### src/rtl/mc_ctrl.sv
// Multi-cycle MIPS control FSM: walks FETCH/DECODE/EXEC/MEM/WB and drives
// the datapath enables, mux selects and ALU/EXT/NPC controls from the IR fields.
module mc_ctrl #(
    parameter int CNT_W = 32
) (
    input  logic             clk,
    input  logic             reset,
    input  logic [5:0]       opcode,
    input  logic [5:0]       funct,
    input  logic             zero,
    output logic             pc_we,
    output logic             ir_we,
    output logic             grf_we,
    output logic             mem_we,
    output logic [1:0]       regdst_sel,
    output logic             alub_sel,
    output logic [2:0]       wdsel,
    output logic [1:0]       ext_op,
    output logic [2:0]       alu_op,
    output logic [1:0]       npc_sel,
    output logic [2:0]       state,
    output logic [CNT_W-1:0] instr_cnt
);

    typedef enum logic [2:0] {
        S_FETCH  = 3'd0,
        S_DECODE = 3'd1,
        S_EXEC   = 3'd2,
        S_MEM    = 3'd3,
        S_WB     = 3'd4
    } state_t;

    state_t           state_reg, state_next;
    logic [CNT_W-1:0] instr_cnt_reg;

    logic is_r, is_addu, is_subu, is_jr, is_ori, is_lw, is_sw;
    logic is_beq, is_lui, is_j, is_jal, is_nop;
    logic pc_en, ir_en, grf_en, mem_en;

    assign is_r    = (opcode == 6'h00);
    assign is_addu = is_r && (funct == 6'h21);
    assign is_subu = is_r && (funct == 6'h23);
    assign is_jr   = is_r && (funct == 6'h08);
    assign is_ori  = (opcode == 6'h0d);
    assign is_lw   = (opcode == 6'h23);
    assign is_sw   = (opcode == 6'h2b);
    assign is_beq  = (opcode == 6'h04);
    assign is_lui  = (opcode == 6'h0f);
    assign is_j    = (opcode == 6'h02);
    assign is_jal  = (opcode == 6'h03);
    assign is_nop  = !(is_addu || is_subu || is_jr || is_ori || is_lw || is_sw ||
                       is_beq || is_lui || is_j || is_jal);

    always_comb begin
        state_next = S_FETCH;
        pc_en      = 1'b0;
        ir_en      = 1'b0;
        grf_en     = 1'b0;
        mem_en     = 1'b0;
        regdst_sel = 2'd0;
        alub_sel   = 1'b0;
        wdsel      = 3'd0;
        ext_op     = 2'd0;
        alu_op     = 3'd0;
        npc_sel    = 2'd0;
        case (state_reg)
            S_FETCH: begin
                ir_en      = 1'b1;
                pc_en      = 1'b1;
                state_next = S_DECODE;
            end
            S_DECODE: begin
                if (is_j) begin
                    pc_en   = 1'b1;
                    npc_sel = 2'd2;
                end else if (is_jr) begin
                    pc_en   = 1'b1;
                    npc_sel = 2'd3;
                end else if (is_jal) begin
                    // PC already advanced in FETCH, so wdsel=2 links PC+4
                    pc_en      = 1'b1;
                    npc_sel    = 2'd2;
                    grf_en     = 1'b1;
                    regdst_sel = 2'd2;
                    wdsel      = 3'd2;
                end else if (!is_nop) begin
                    state_next = S_EXEC;
                end
            end
            S_EXEC, S_MEM, S_WB: begin
                // ALU/EXT selects stay constant from EXEC through WB
                if (is_subu || is_beq) alu_op = 3'd1;
                if (is_ori)            alu_op = 3'd2;
                alub_sel = is_ori || is_lw || is_sw || is_lui;
                if (is_lw || is_sw || is_beq) ext_op = 2'd1;
                if (is_lui)                   ext_op = 2'd2;
                if (state_reg == S_EXEC) begin
                    if (is_beq) begin
                        pc_en      = zero;
                        npc_sel    = 2'd1;
                        state_next = S_FETCH;
                    end else if (is_lw || is_sw) begin
                        state_next = S_MEM;
                    end else begin
                        state_next = S_WB;
                    end
                end else if (state_reg == S_MEM) begin
                    if (is_sw) begin
                        mem_en = 1'b1;
                    end else if (is_lw) begin
                        state_next = S_WB;
                    end
                end else begin
                    grf_en     = 1'b1;
                    regdst_sel = is_r ? 2'd1 : 2'd0;
                    wdsel      = is_lw ? 3'd1 : 3'd0;
                end
            end
            default: state_next = S_FETCH;
        endcase
    end

    always_ff @(posedge clk or negedge reset) begin
        if (!reset) begin
            state_reg     <= S_FETCH;
            instr_cnt_reg <= '0;
        end else begin
            state_reg <= state_next;
            if (state_next == S_FETCH &&
                (state_reg == S_DECODE || state_reg == S_EXEC ||
                 state_reg == S_MEM || state_reg == S_WB))
                instr_cnt_reg <= instr_cnt_reg + CNT_W'(1);
        end
    end

    // Enables are masked by reset so they drop before the next edge
    assign pc_we     = pc_en  & reset;
    assign ir_we     = ir_en  & reset;
    assign grf_we    = grf_en & reset;
    assign mem_we    = mem_en & reset;
    assign state     = state_reg;
    assign instr_cnt = instr_cnt_reg;

endmodule

### config.mk
export PLATFORM = sky130hd
export DESIGN_NAME = mc_ctrl
export DESIGN_NICKNAME = d
export VERILOG_FILES = /design/src/rtl/mc_ctrl.sv
export SDC_FILE = /design/constraint.sdc
export NUM_CORES = 1
export LEC_CHECK = 0
export CORE_MARGIN = 2
export CORE_UTILIZATION = 50
export DETAILED_ROUTE_END_ITERATION = 7
export PLACE_DENSITY = 0.91
export SYNTH_ARGS = -nofsm -noshare
export SYNTH_HDL_FRONTEND = slang
export SYNTH_SLANG_ARGS = --single-unit
### constraint.sdc
create_clock -name clk -period 3.42 [get_ports clk]
set_input_delay 0.684 -clock clk [delete_from_list [all_inputs] [get_ports clk]]
set_output_delay 0.684 -clock clk [all_outputs]
set_load 0.05 [all_outputs]
=== Word-level counts from Yosys, hierarchy flattened ===
Cells that the tools add are included.
W data, S select, Z words.

* Add/sub/neg operators: 1
* Equality and inequality tests: 14
* Muxes and demuxes: 53
* Bitwise operators: 4
* Reduce and logical (&&, ||, !) cells: 26

{| class="wikitable"
|+ Operators by type and width
! cell !! count
|-
| $add A32 B1 Y32 const B || 1
|-
| $mux W2 || 14
|-
| $mux W1 || 25
|-
| $eq A6 B6 Y1 const B || 4
|-
| $mux W3 || 8
|-
| $eq A6 B4 Y1 const B || 3
|-
| $logic_or A1 B1 Y1 || 18
|-
| $eq A6 B2 Y1 const B || 2
|-
| $pmux W2 S2 || 3
|-
| $pmux W3 S3 || 1
|-
| $eq A3 B2 Y1 const B || 2
|-
| $eq A6 B3 Y1 const B || 1
|-
| $logic_not A3 Y1 || 2
|-
| $logic_not A6 Y1 || 1
|-
| $and A1 B1 Y1 || 4
|-
| $logic_and A1 B1 Y1 || 4
|-
| $eq A3 B1 Y1 const B || 1
|-
| $eq A3 B3 Y1 const B || 1
|-
| $pmux W1 S3 || 1
|-
| $reduce_or A3 Y1 || 1
|-
| $pmux W1 S2 || 1
|}

* Flip-flop bits (word level): 35
* Input bits: 15
* Output and inout port bits: 52

=== Depth between registers and ports, before layout ===
Gate-level depths: netlist of the first run.

* Depth in word-level cells: 18
* Gate-level depth with buffers: 8

=== Worst setup path before layout of the first run ===
OpenSTA, ideal clock, no wires.

* Path type: input to output
* Start point: in opcode[5]
* End point: out pc_we
* Arrival: 4.445 ns
* Data required time: 2.736 ns
* Slack: -1.709 ns
* Cell stages on the path: 5
* Path buffers: 1
* Path through: buf_2 > or4_1 > nor4b_1 > nor2_1 > nor3b_1

* Cells in the longest elaborated chain, start to end: 6

{| class="wikitable"
|+ RTL lines
! what !! line !! RTL
|-
| start: declaration || 8 || <nowiki>input logic [5:0] opcode,</nowiki>
|-
| $eq A6 B2 Y1 or $logic_not A6 Y1 (tied branches) || 50, 40 ||
|-
| $mux W1 or $logic_and A1 B1 Y1 (tied branches) || 79, 43 ||
|-
| $mux W1 || 76 || <nowiki>end else if (is_jr) begin</nowiki>
|-
| $mux W1 || 73 || <nowiki>if (is_j) begin</nowiki>
|-
| $pmux W1 S3 * || 66 || <nowiki>case (state_reg)</nowiki>
|-
| $and A1 B1 Y1 * || 137 || <nowiki>assign pc_we = pc_en & reset;</nowiki>
|-
| end: declaration || 11 || <nowiki>output logic pc_we,</nowiki>
|}

Mark *: on every way between the ends. The rest lies on a longest branch, timed or not.

=== Worst setup path in the final report of the first run ===
* Start point: in funct[1]
* End point: out pc_we

* Cells in the longest elaborated chain, start to end: 6

{| class="wikitable"
|+ RTL lines
! what !! line !! RTL
|-
| start: declaration || 9 || <nowiki>input logic [5:0] funct,</nowiki>
|-
| $eq A6 B4 Y1 || 43 || <nowiki>assign is_jr = is_r && (funct == 6'h08);</nowiki>
|-
| $logic_and A1 B1 Y1 || 43 ||
|-
| $mux W1 || 76 ||
|-
| $mux W1 || 73 ||
|-
| $pmux W1 S3 || 66 ||
|-
| $and A1 B1 Y1 || 137 ||
|}

No other way between the ends.

==> results of run 1 <==
[placed cells by master, fill, tap and decap left out, drive strengths merged, types with 2 or more instances in the layout]
master,netlist,final
xnor2,9,9
inv,11,11
nand4,4,4
nor4,16,16
dfrtp,35,35
or4,2,2
nor3b,3,3
nor4b,6,6
xor2,22,22
a211oi,3,3
nor3,21,21
a21o,2,2
nand2,14,14
nand4b,3,3
buf,8,27
nand2b,3,3
clkbuf,6,5
o21a,3,3
and2,3,3
conb,1,2
nand3,11,11
and3,2,2
nor2,13,13
clkinv,0,2
or3,2,2
a21oi,2,2
clkdlybuf4s50,0,48
[how the worst max path moves through the flow]
stage	startpoint	end	cells past startpoint
floorplan	opcode[5]	pc_we	5
global placement	opcode[2]	alu_op[0]	6
detailed placement	opcode[2]	alu_op[0]	6
CTS	opcode[2]	alu_op[0]	6
global route	opcode[2]	pc_we	8
finish	funct[1]	pc_we	7
[metrics by stage]
stage / area, µm² / setup TNS [ns] / hold WS (ns)
2_1_floorplan: 2130 / -0.424 / 0.388
3_3_place_gp: 2970 / 0 / 0.464
3_5_place_dp: 2970 / 0 / 0.484
4_1_cts: 3090 / 0 / 0.208
5_1_grt: 3100 / 0 / 0.200
6_report: 3100 / 0 / 0.208
[metal layers]
layer	global-route usage [%]	share of wire [%]	routed length [µm]
met5	0	0	0
met2	41.9	51	2760
met3	4.87	5.1	274
met1	30.2	42	2250
met4	9.75	2.2	118
[cells by family (layout without fill, tap and decap cells)]
kind of cell	count (synthesis)	count (layout)	synth area share, %
adders and majority gates	1	1	0.598
muxes	1	1	0.538
other	1	2	0.179
buffers and inverters	25	94	5.62
AOI/OAI and AO/OA	15	15	5.74
xor gates and xnor gates	31	31	13.0
and+or+nand+nor	108	108	32.5
DFF	35	35	41.9
[cell type report]
type | count | area (µm²) | share of cell area [%]
clock inverter | 3 | 43.8 | 1.41
clock buffer | 5 | 68.8 | 2.22
timing repair buffer | 75 | 856 | 27.6
tap | 50 | 62.6 | 2.02
sequential | 35 | 876 | 28.2
multi-input combinational | 158 | 1150 | 37.2
inverter | 11 | 41.3 | 1.33
[report_power, final]
part / total [mW] / switching, mW / internal (mW)
combinational: 0.925 / 0.607 / 0.318
clock: 0.375 / 0.158 / 0.217
sequential: 0.612 / 0.117 / 0.495
total: 1.91 / 0.882 / 1.03
[repair_timing]
action	in CTS	in global routing
hold endpoints to repair	0	0
resized for setup	0	4
setup endpoints to repair	0	3
==> out/metrics.yaml, run 1 <==
place:
  place_ws_ns: 0.0105
  gp_congestion: 0.901
  post-place-cells: 329
  io_buffers: 64
  post-dp-hpwl_um: 3910
clocking:
  numCtsBuffers: 5
  postCtsSetupRepairBufs: 0
  holdBufCountCts: 0
  clock_latency_ns: 0.29
  path_clk_slew_ns: 0.08
  cts_tree: "built"
  clockBufferDepth: 2
  root_buffer: "clkbuf_8"
  cts.htree.levels: 2
  cts.sinks: 35
finish:
  largest_reg_flops: 32
  final_cells: 337
  final_util_pct: 77.6
  n_fill_cell: 263
  antenna_cells: 0
  num-nets-final: 302
  drive_above_1_share_pct: 19.9
  area_growth_pct: 48.3
setup_path:
  cp_top_family: "simple AND/OR/NAND/NOR gates"
  crit_required_ns: 2.74
  critPathBufInv: 2
  cp_cell_sequence: "clkdlybuf4s50_1 -> nor4b_1 -> a21o_1 -> nor4b_4 -> nor2_1 -> nor3b_2 -> buf_12"
  cp-end-kind: "output port"
  path_class: "in2out"
  cp.arrival_ns: 2.57
  r2r_start: "instr_cnt[10]"
  r2r-end: "instr_cnt[31]"
  slowest_delay_ns: 0.53
  slowest_stage: "nor4b_1"
  crit_path_start_kind: "input port"
  reg2reg_slack_ns: 0.62
  cp_max_fo: 3
  rr_worst_depth: 6
min_path:
  worst_hold_path_type: "in2async"
floorplanning:
  io_pins: 67
  rows: 23
  initial_core_util_pct: 52.3
  fp.dieH_um: 68.7
  die-area_mm2: 0.00472
  die_w_um: 68.7
  coreArea_mm2: 0.00400
sta:
  setup_viol: 0
  max_freq_ghz: 0.307
  maxSlewViolCount: 0
  period_needed_ns: 3.26
  tightest_slew_ns: 0.823
  hold_viol_final: 0
  period_share_pct: 95.2
  grt_setup_unrepaired: "false"
  layout_setup_ws_ns: 0.163
  slew_headroom_pct: 44.7
  final.setup_skew_ns: 0.00757
routing:
  post_drt_wl_per_cell_um: 16.0
  num_vias: 1928
  drt_wl_total_um: 5400
  drt_first_pass_iters: 4
  drcViolationCount: 0
  viasPerCell: 5.72
  drt_iter0_markers: 89
  antenna_left: 0
yosys:
  syn-instance-count: 217
  synth-seq-cells: 35
  synth_common_cells: "dfrtp_1, xor2_1, nor3_1, nand2_1, nor2_1"
  yosysWarnings: 0
  yosysSeqAreaShare_pct: 41.9
  synth_top_area_share_pct: 41.9
  synth_area_mm2: 0.00209
  synth_most_common_cell: "dfrtp_1"
  synthFlopType: "dfrtp_1"
  synth_edf_count: 0
  async_reset_ff_share_pct: 100
  syn_avg_cell_area_um2: 9.64
  synth_top_area_cell: "dfrtp_1"
  ys_top_cells_by_area: "dfrtp_1, xor2_1, nor3_1, nor4_2, xnor2_1"
  synthDistinctLibCells: 43
pwr:
  p_total_mw: 1.91
  leakagePower_nw: 1.15
  peakVddDrop_uv: 721
  power_density_mw_per_mm2: 616
global_routing:
  grt_first_pass_wirelength_um: 8650
  grt_max_degree: 33
  antenna_found_initial: 0
  grt_pass1_vias: 1832
  grt-ovfl-total: 0
  grt_usage_pct: 24.5
flow_run:
  maxCapViolCount: 0
status:
  outcome: "finished, final reports clean"
Power figures use the tool's default switching activity.
==> run 2, diff against run 1 <==
--- a/config.mk
+++ b/config.mk
@@ -5,10 +5,12 @@
 export SDC_FILE = /design/constraint.sdc
 export NUM_CORES = 1
 export LEC_CHECK = 0
+export ABC_CLOCK_PERIOD_IN_PS = 3420
 export CORE_MARGIN = 2
 export CORE_UTILIZATION = 50
 export DETAILED_ROUTE_END_ITERATION = 7
 export PLACE_DENSITY = 0.91
+export SLEW_MARGIN = 20
 export SYNTH_ARGS = -nofsm -noshare
 export SYNTH_HDL_FRONTEND = slang
 export SYNTH_SLANG_ARGS = --single-unit
==> results of run 2 <==
The final DEF is identical to that of run 1; final timing and power are the same.
==> run 3, diff against run 2 <==
--- a/config.mk
+++ b/config.mk
@@ -9,8 +9,8 @@
 export CORE_MARGIN = 2
 export CORE_UTILIZATION = 50
 export DETAILED_ROUTE_END_ITERATION = 7
+export HOLD_SLACK_MARGIN = 0.03
 export PLACE_DENSITY = 0.91
-export SLEW_MARGIN = 20
 export SYNTH_ARGS = -nofsm -noshare
 export SYNTH_HDL_FRONTEND = slang
 export SYNTH_SLANG_ARGS = --single-unit
==> results of run 3 <==
The final DEF is identical to that of run 1; final timing and power are the same.
